**src/rtl/jsoc_cpu_oci_pkg.sv**
```systemverilog
// Shared constants and DCT code encodings for the OCI trace path.
package jsoc_cpu_oci_pkg;

  localparam int ENTRY_W     = 2;
  localparam int MAX_ENTRIES = 15;
  localparam int CNT_W       = 4;
  localparam int BUF_W       = ENTRY_W * MAX_ENTRIES;

  localparam logic [CNT_W-1:0] CNT_FULL = CNT_W'(MAX_ENTRIES);

  typedef enum logic [ENTRY_W-1:0] {
    DCT_RSV = 2'b00,
    DCT_NT  = 2'b01,
    DCT_TK  = 2'b10,
    DCT_IND = 2'b11
  } dct_code_t;

  // Newest code always lands in the low bits; the oldest falls off the top.
  function automatic logic [BUF_W-1:0] dct_shift_in(input logic [BUF_W-1:0] acc,
                                                     input logic [ENTRY_W-1:0] code);
    return {acc[BUF_W-ENTRY_W-1:0], code};
  endfunction

endpackage

```
**src/rtl/jsoc_cpu_oci_dct_outreg.sv**
```systemverilog
// One-word valid/ready holding register for packed DCT words.
module jsoc_cpu_oci_dct_outreg
  import jsoc_cpu_oci_pkg::*;
(
  input  logic             clk,
  input  logic             reset_n,
  input  logic             load,
  input  logic [BUF_W-1:0] load_buf,
  input  logic [CNT_W-1:0] load_cnt,
  input  logic             pkt_ready,
  output logic             pkt_valid,
  output logic [BUF_W-1:0] dct_buffer,
  output logic [CNT_W-1:0] dct_count
);

  logic             valid_reg;
  logic [BUF_W-1:0] buf_reg;
  logic [CNT_W-1:0] cnt_reg;

  // The parent only asserts load when the slot is empty or being drained.
  always_ff @(posedge clk or negedge reset_n) begin
    if (!reset_n) begin
      valid_reg <= 1'b0;
      buf_reg   <= '0;
      cnt_reg   <= '0;
    end else if (load) begin
      valid_reg <= 1'b1;
      buf_reg   <= load_buf;
      cnt_reg   <= load_cnt;
    end else if (pkt_ready) begin
      valid_reg <= 1'b0;
      buf_reg   <= '0;
      cnt_reg   <= '0;
    end
  end

  assign pkt_valid  = valid_reg;
  assign dct_buffer = buf_reg;
  assign dct_count  = cnt_reg;

endmodule

```
**src/rtl/jsoc_cpu_oci_dct_packer.sv**
```systemverilog
// Packs 2-bit DCT trace codes into 15-entry words with a drop flag.
// Optional JSOC_DCT_DROP_CNT_EN adds a saturating drop_count output.
module jsoc_cpu_oci_dct_packer
  import jsoc_cpu_oci_pkg::*;
(
  input  logic               clk,
  input  logic               reset_n,
  input  logic               dct_valid,
  input  logic [ENTRY_W-1:0] dct_code,
  input  logic               flush,
  input  logic               clr_overflow,
  output logic [BUF_W-1:0]   dct_buffer,
  output logic [CNT_W-1:0]   dct_count,
  output logic               pkt_valid,
  input  logic               pkt_ready,
`ifdef JSOC_DCT_DROP_CNT_EN
  output logic [7:0]         drop_count,
`endif
  output logic               overflow
);

  logic [BUF_W-1:0] acc_reg, acc_next;
  logic [CNT_W-1:0] cnt_reg, cnt_next;
  logic             pend_reg, pend_next;
  logic             overflow_reg;

  logic             out_free, flush_req, drop, load;
  logic [BUF_W-1:0] load_buf, grown_buf;
  logic [CNT_W-1:0] load_cnt, grown_cnt;

  always_comb begin
    out_free  = !pkt_valid || pkt_ready;
    flush_req = flush || pend_reg;
    grown_buf = dct_valid ? dct_shift_in(acc_reg, dct_code) : acc_reg;
    grown_cnt = dct_valid ? cnt_reg + CNT_W'(1) : cnt_reg;
    acc_next  = acc_reg;
    cnt_next  = cnt_reg;
    pend_next = pend_reg;
    load      = 1'b0;
    load_buf  = acc_reg;
    load_cnt  = cnt_reg;
    drop      = 1'b0;
    if (cnt_reg == CNT_FULL) begin
      if (out_free) begin
        // Full word leaves; a same-cycle code starts the next word.
        load      = 1'b1;
        acc_next  = dct_valid ? BUF_W'(dct_code) : '0;
        cnt_next  = dct_valid ? CNT_W'(1) : '0;
        pend_next = flush_req && dct_valid;
      end else begin
        drop      = dct_valid;
        pend_next = flush_req;
      end
    end else if (out_free && (grown_cnt == CNT_FULL || (flush_req && grown_cnt != '0))) begin
      load      = 1'b1;
      load_buf  = grown_buf;
      load_cnt  = grown_cnt;
      acc_next  = '0;
      cnt_next  = '0;
      pend_next = 1'b0;
    end else begin
      acc_next  = grown_buf;
      cnt_next  = grown_cnt;
      pend_next = flush_req && grown_cnt != '0;
    end
  end

  always_ff @(posedge clk or negedge reset_n) begin
    if (!reset_n) begin
      acc_reg      <= '0;
      cnt_reg      <= '0;
      pend_reg     <= 1'b0;
      overflow_reg <= 1'b0;
    end else begin
      acc_reg  <= acc_next;
      cnt_reg  <= cnt_next;
      pend_reg <= pend_next;
      if (drop)
        overflow_reg <= 1'b1;
      else if (clr_overflow)
        overflow_reg <= 1'b0;
    end
  end

  assign overflow = overflow_reg;

`ifdef JSOC_DCT_DROP_CNT_EN
  logic [7:0] drop_cnt_reg;

  always_ff @(posedge clk or negedge reset_n) begin
    if (!reset_n)
      drop_cnt_reg <= '0;
    else if (clr_overflow)
      drop_cnt_reg <= drop ? 8'd1 : 8'd0;
    else if (drop && drop_cnt_reg != 8'hFF)
      drop_cnt_reg <= drop_cnt_reg + 8'd1;
  end

  assign drop_count = drop_cnt_reg;
`endif

  jsoc_cpu_oci_dct_outreg u_outreg (
    .clk        (clk),
    .reset_n    (reset_n),
    .load       (load),
    .load_buf   (load_buf),
    .load_cnt   (load_cnt),
    .pkt_ready  (pkt_ready),
    .pkt_valid  (pkt_valid),
    .dct_buffer (dct_buffer),
    .dct_count  (dct_count)
  );

endmodule

```
**config.mk**
```make
export PLATFORM = sky130hd
export DESIGN_NAME = jsoc_cpu_oci_dct_packer
export DESIGN_NICKNAME = d
export VERILOG_FILES = /design/src/rtl/jsoc_cpu_oci_pkg.sv /design/src/rtl/jsoc_cpu_oci_dct_outreg.sv /design/src/rtl/jsoc_cpu_oci_dct_packer.sv
export SDC_FILE = /design/constraint.sdc
export NUM_CORES = 1
export LEC_CHECK = 0
export BUFFER_PORTS_ARGS = -buffer_cell sky130_fd_sc_hd__buf_2
export CAP_MARGIN = 20
export CORE_ASPECT_RATIO = 1.2
export CORE_MARGIN = 2
export CORE_UTILIZATION = 52
export CTS_CLUSTER_SIZE = 16
export DETAILED_ROUTE_END_ITERATION = 8
export PLACE_DENSITY = 0.76
export SLEW_MARGIN = 30
export SYNTH_ARGS = -nofsm -noshare
export SYNTH_HDL_FRONTEND = slang
export SYNTH_HIERARCHICAL = 1
export SYNTH_SLANG_ARGS = --single-unit
```
**constraint.sdc**
```tcl
create_clock -name clk -period 2.43 [get_ports clk]
set_input_delay 0.3645 -clock clk [delete_from_list [all_inputs] [get_ports clk]]
set_output_delay 0.3645 -clock clk [all_outputs]
set_load 0.02 [all_outputs]
```
* Word level (Yosys, flattened, before mapping)
Index checks and enable logic that the tools add are counted.
** Word-level totals
- Bits in registers :: 71
- Input port bits :: 8
- Logic and storage cells :: 51
- Output and inout bits :: 36
** Operators by class
- Mux-type cells :: 30
- Reduce and logical (&&, ||, !) cells :: 10
- Add/sub/neg operators :: 1
- Equal/unequal tests :: 3
** Operators with widths (count)
- $mux W30 :: 8
- $mux W4 :: 8
- $mux W1 :: 13
- $eq A4 B4 Y1 const B :: 2
- $add A4 B1 Y4 const B :: 1
- $reduce_bool A2 Y1 :: 2
- $reduce_bool A4 Y1 :: 1
- $logic_and A1 B1 Y1 :: 3
- $logic_or A1 B1 Y1 :: 3
- $mux W2 :: 1
- $ne A2 B2 Y1 const B :: 1
- $logic_not A1 Y1 :: 1

* Logic depth before layout (Yosys ltp)
- Depth after elaboration :: 9
- Gate-level depth with buffers :: 10
- Mapped depth without buffers :: 7

* Cells and area by module
Netlist, hierarchy kept.
** By module, submodules not included
- jsoc_cpu_oci_dct_packer :: instances 1, cells each 224, area each 2182.1 um^2, sequential area each 900.9 um^2
- jsoc_cpu_oci_dct_outreg :: instances 1, cells each 79, area each 1276.2 um^2, sequential area each 875.8 um^2

* Worst setup path after synthesis
OpenSTA, ideal clock, no wires.
- Kind :: reg2reg
- Start :: register cnt_reg[0]
- End :: register u_outreg.cnt_reg[1] (netlist: u_outreg/dct_count[1])
- Slack :: 85 ps
- Buffers on the path :: 3
- Required time :: 2309 ps
- Stages on the path, launching flop included :: 9
- Data arrival time :: 2224 ps
- Cell sequence :: dfrtp_1 ha_1 and4b_2 a21oi_1 a31oi_1 buf_2 buf_6 buf_2 a22o_1
** Between the ends
- Cells in the longest elaborated chain, start to end :: 9
- Elaborated cells between the ends (all ways) :: 14
- Those cells by class :: add/sub (1); eq/ne (2); mux (6); reduce/logical (5)
** RTL lines
- start, declared :: line jsoc_cpu_oci_dct_packer.sv:23 : logic [CNT_W-1:0] cnt_reg, cnt_next;
- start signal, assigned :: line jsoc_cpu_oci_dct_packer.sv:76 : cnt_reg <= cnt_next;
- $add A4 B1 Y4 :: line jsoc_cpu_oci_dct_packer.sv:35 : grown_cnt = dct_valid ? cnt_reg + CNT_W'(1) : cnt_reg;
- $mux W4 :: line jsoc_cpu_oci_dct_packer.sv:35
- $reduce_bool A4 Y1 :: line jsoc_cpu_oci_dct_packer.sv:54 : end else if (out_free && (grown_cnt == CNT_FULL || (flush_req && grown_cnt != '0))) begin
- $logic_and A1 B1 Y1 :: line jsoc_cpu_oci_dct_packer.sv:54
- $logic_or A1 B1 Y1 :: line jsoc_cpu_oci_dct_packer.sv:54
- $logic_and A1 B1 Y1 :: line jsoc_cpu_oci_dct_packer.sv:54
- $mux W1 :: line jsoc_cpu_oci_dct_packer.sv:54
- $mux W1 * :: line jsoc_cpu_oci_dct_packer.sv:43 : if (cnt_reg == CNT_FULL) begin
- net load :: line jsoc_cpu_oci_dct_packer.sv:27 : logic out_free, flush_req, drop, load;
- $mux W4 or $reduce_bool A2 Y1 (tied branches)
- end signal, assigned :: line jsoc_cpu_oci_dct_outreg.sv:29 : cnt_reg <= load_cnt;
- end, declared :: line jsoc_cpu_oci_dct_outreg.sv:18 : logic [CNT_W-1:0] cnt_reg;
Mark *: on every way through the listed nets, which the timed path passes. The rest lies on a longest branch.
A chain may end at the register's enable or synchronous reset.

* Final worst setup path
- Start :: register cnt_reg[1]
- End :: register u_outreg.buf_reg[27] (netlist: u_outreg/dct_buffer[27])
** Between the ends
- Cells in the longest elaborated chain, start to end :: 9
- Elaborated cells between the ends (all ways) :: 14
- Those cells by class :: add/sub (1); eq/ne (2); mux (6); reduce/logical (5)
** RTL lines
- $add A4 B1 Y4 :: line jsoc_cpu_oci_dct_packer.sv:35
- $mux W4 :: line jsoc_cpu_oci_dct_packer.sv:35
- $reduce_bool A4 Y1 :: line jsoc_cpu_oci_dct_packer.sv:54
- $logic_and A1 B1 Y1 :: line jsoc_cpu_oci_dct_packer.sv:54
- $logic_or A1 B1 Y1 :: line jsoc_cpu_oci_dct_packer.sv:54
- $logic_and A1 B1 Y1 :: line jsoc_cpu_oci_dct_packer.sv:54
- $mux W30 :: line jsoc_cpu_oci_dct_packer.sv:54
- $mux W30 * :: line jsoc_cpu_oci_dct_packer.sv:43
- net load_buf[27] :: line jsoc_cpu_oci_dct_packer.sv:28 : logic [BUF_W-1:0] load_buf, grown_buf;
- $mux W30 * :: line jsoc_cpu_oci_dct_outreg.sv:26 : end else if (load) begin
- end signal, assigned :: line jsoc_cpu_oci_dct_outreg.sv:28 : buf_reg <= load_buf;
- end, declared :: line jsoc_cpu_oci_dct_outreg.sv:17 : logic [BUF_W-1:0] buf_reg;
Marked as above.

==> summary.md <==
| Metric | Value |
|---|---|
| Status | `finished, violations left` |
| Failing checks | `negative setup slack` |
| WL final | `~7300 µm` |
| Synth Register Bits | `roughly 70` |
| Clock-pin slew on the worst setup and hold paths | `about 70 ps` |
| Post-synth cell types | `37` |
| Die height | `approximately 93 µm` |
| Avg Cell Area, Syn | `11.4 µm²` |
| Wirelength per Cell | `about 16 µm` |
| Max cap viols | `0` |
| Total CTS buffers | `9` |
| Crit start category | `flip-flop` |
| Reg power frac | `a little under two fifths` |
| Placed Cells | `between 400 and 500` |
| Worst hold path type | `primary input to async pin` |
| Sw Share | `34.0%` |
| Reg area | `~0.0018 mm²` |
| Final number of hold-violating endpoints | `0` |
| Drt drc | `0` |
| Antenna-violating nets left | `0` |
| Period Utilization, post-route | `100%` |
| Post-synthesis instance total | `a little over 300` |
| Slew at the pin with the worst max-slew slack | `about 450 ps` |
| Area growth syn-to-layout | `19.3%` |
| Util after Layout | `between 60 and 70%` |
| Cell row count | `32` |
| Clk_skew | `~7.1 ps` |
| Die footprint | `0.00732 mm²` |
| Synth warn | `6` |
| Clk root buf | `clkbuf_8` |
| Leakage | `between 1.5 and 2 nW` |
| Worst Path Max Fanout | `7` |
| Global placer's final weighted congestion | `approximately 1` |
| Detailed Route Iter0 Violations | `223` |
| GR Overflow Total | `0` |
| Fin area | `0.00413 mm²` |
| First-pass GRT wire length | `~12000 µm` |
| CTS tree | `done` |
| Via count | `roughly 2500` |
| Required time of the critical path | `between 2000 and 3000 ps` |
| CTS Buffer Depth | `2` |
| Relative slew slack | `a little over two thirds` |
| Seq/Total Area, Yosys | `about half` |
| Syn Nets | `312` |
| Reg2Reg Depth | `9` |
| Slew Viols, Final | `0` |
| Clk pwr share | `around 27%` |
| Clk sinks | `between 70 and 80` |
| Synth Cell Area | `0.00346 mm²` |
| IO Port Bufs | `43` |
| Post-synth ARST share | `100%` |
| Finished Layout Cells | `around 450` |
| Tot Pwr | `3.92 mW` |
| Fillers | `around 510` |
| Gr usage total | `between 20% and 30%` |
| Die X | `slightly below 80 µm` |
| Ys flop type | `dfrtp_1` |
| Post-Place Setup Slack | `approximately 110 ps` |
| Largest net degree at the start of global routing | `72` |
| Vias/cell | `roughly 5.6` |
| Reg-to-reg setup timing slack | `-8 ps` |
| Post-route setup TNS | `-23.2 ps` |
| Crit path DAT | `2680 ps` |
| Nets | `approximately 360` |
| Ratio of cells with drive above 1 in the final layout | `between 30% and 40%` |
| Number of diodes | `0` |
| Post-synth EDFFs | `0` |
| Max Freq | `about 410 MHz` |
| Setup CP Type | `flip-flop to flip-flop` |
| RSZ-0062 raised after global routing | `yes` |
| Initial antenna violation count | `0` |
| Combinational Power Share | `between 30% and 40%` |
| Pint | `2.59 mW` |
| Final worst slack | `-8.40 ps` |
| Switching power | `1.33 mW` |
| Commonest cells after routing, fill and taps aside | `dfrtp_1, nand2_1, buf_2, a22o_1, a21oi_1` |
| Peak VDD IR | `614 µV` |
| Multi-input logic area | `between 0.0015 and 0.002 mm²` |
| Core Area | `approximately 0.0064 mm²` |
| Vias in the first global route | `between 2000 and 2500` |
| Final hold slack | `29.5 ps` |
| Commonest non-fill, non-tap cell in the layout | `dfrtp_1` |
| Skew-Pair Late Insertion Delay | `around 350 ps` |
| HPWL Detailed | `4240 µm` |
| Crit path capture type | `flip-flop` |
| Drt pass-1 iters | `4` |
| Starting Density | `between 50% and 60%` |
| Cell Pwr Density | `roughly 950 mW/mm²` |
| Dpl cell area | `0.00380 mm²` |
| # setup viols final | `4` |
| Ports | `44` |
| Fin crit period | `2440 ps` |
| H-tree Lvls | `3` |
## power groups by stage
stage	Combinational, mW	Clock (mW)	Sequential [mW]
5_1_grt	1.46	1.14	1.51
3_5_place_dp	1.21	0	1.50
6_report	1.35	1.07	1.50
2_1_floorplan	0.812	0	1.56
4_1_cts	1.22	1.09	1.48
3_3_place_gp	1.18	0	1.49
## cells in the mapped netlist, types with 2 or more instances
| master | number | share of area (%) |
|---|---|---|
| buf_8 | 3 | 1.3 |
| inv_1 | 2 | 0.22 |
| mux2_2 | 4 | 1.3 |
| dfrtp_1 | 71 | 51 |
| nand3_1 | 6 | 0.87 |
| clkbuf_1 | 7 | 0.76 |
| o22ai_1 | 2 | 0.36 |
| o311ai_0 | 2 | 0.51 |
| xor2_1 | 4 | 1.0 |
| buf_6 | 4 | 1.3 |
| nand2_1 | 68 | 7.4 |
| mux2_4 | 29 | 13 |
| nor2_1 | 2 | 0.22 |
| mux2i_1 | 2 | 0.58 |
| buf_2 | 8 | 1.2 |
| a21oi_1 | 33 | 4.8 |
| nor3_1 | 3 | 0.43 |
| a22o_1 | 34 | 8.6 |
## cell families after synthesis
| group | count (synthesis) | synth area share (%) |
|---|---|---|
| mux | 35 | 14.5 |
| xor+xnor | 5 | 1.27 |
| fa+ha+maj | 1 | 0.362 |
| flops | 71 | 51.4 |
| compound gates | 79 | 16.5 |
| buf+inv | 26 | 5.25 |
| simple gates | 86 | 10.7 |
## routing by layer
layer  track usage [%]  vias up  wire (µm)
li1                  -     1178          -
met2              33.3       73       3580
met4              8.92        0        141
met1              26.1     1251       3220
met3              5.02       12        327
met5                 0        -          0
## layout make-up
| cell class | instances | area share (%) |
|---|---|---|
| clock buffers | 13 | 3.85 |
| clock inverters | 3 | 1.58 |
| inverters | 2 | 0.182 |
| multi-input cells | 206 | 37.6 |
| flip-flops and latches | 71 | 43.1 |
| well taps | 85 | 2.58 |
| repair buffers | 65 | 11.1 |
## worst paths after layout
| kind | to | from |
|---|---|---|
| min reg2reg | u_outreg/dct_buffer[19]$_DFFE_PN0P_ | u_outreg/dct_buffer[19]$_DFFE_PN0P_ |
| min in group clk | overflow$_DFFE_PN0P_ | clr_overflow |
| max in group asynchronous | overflow$_DFFE_PN0P_ | reset_n |
| min | u_outreg/dct_buffer[21]$_DFFE_PN0P_ | reset_n |
| max | u_outreg/dct_buffer[27]$_DFFE_PN0P_ | cnt_reg[1]$_DFFE_PN0P_ |
| max reg2reg | u_outreg/dct_buffer[27]$_DFFE_PN0P_ | cnt_reg[1]$_DFFE_PN0P_ |
## repair_timing
action,4_1_cts,5_1_grt
setup endpoints to repair,0,3
gates resized for setup,0,11
hold buffers,0,0
setup buffers,0,6
## critical path, cell delays in order, from the launching register on
cell	delay [ps]
dfrtp_1	420
buf_6	150
or4_4	540
o31ai_4	80
o2bb2ai_2	180
a211oi_4	120
buf_12	160
buf_6	140
mux2_4	300
a22o_1	230
(Power assumes the default switching activity.)
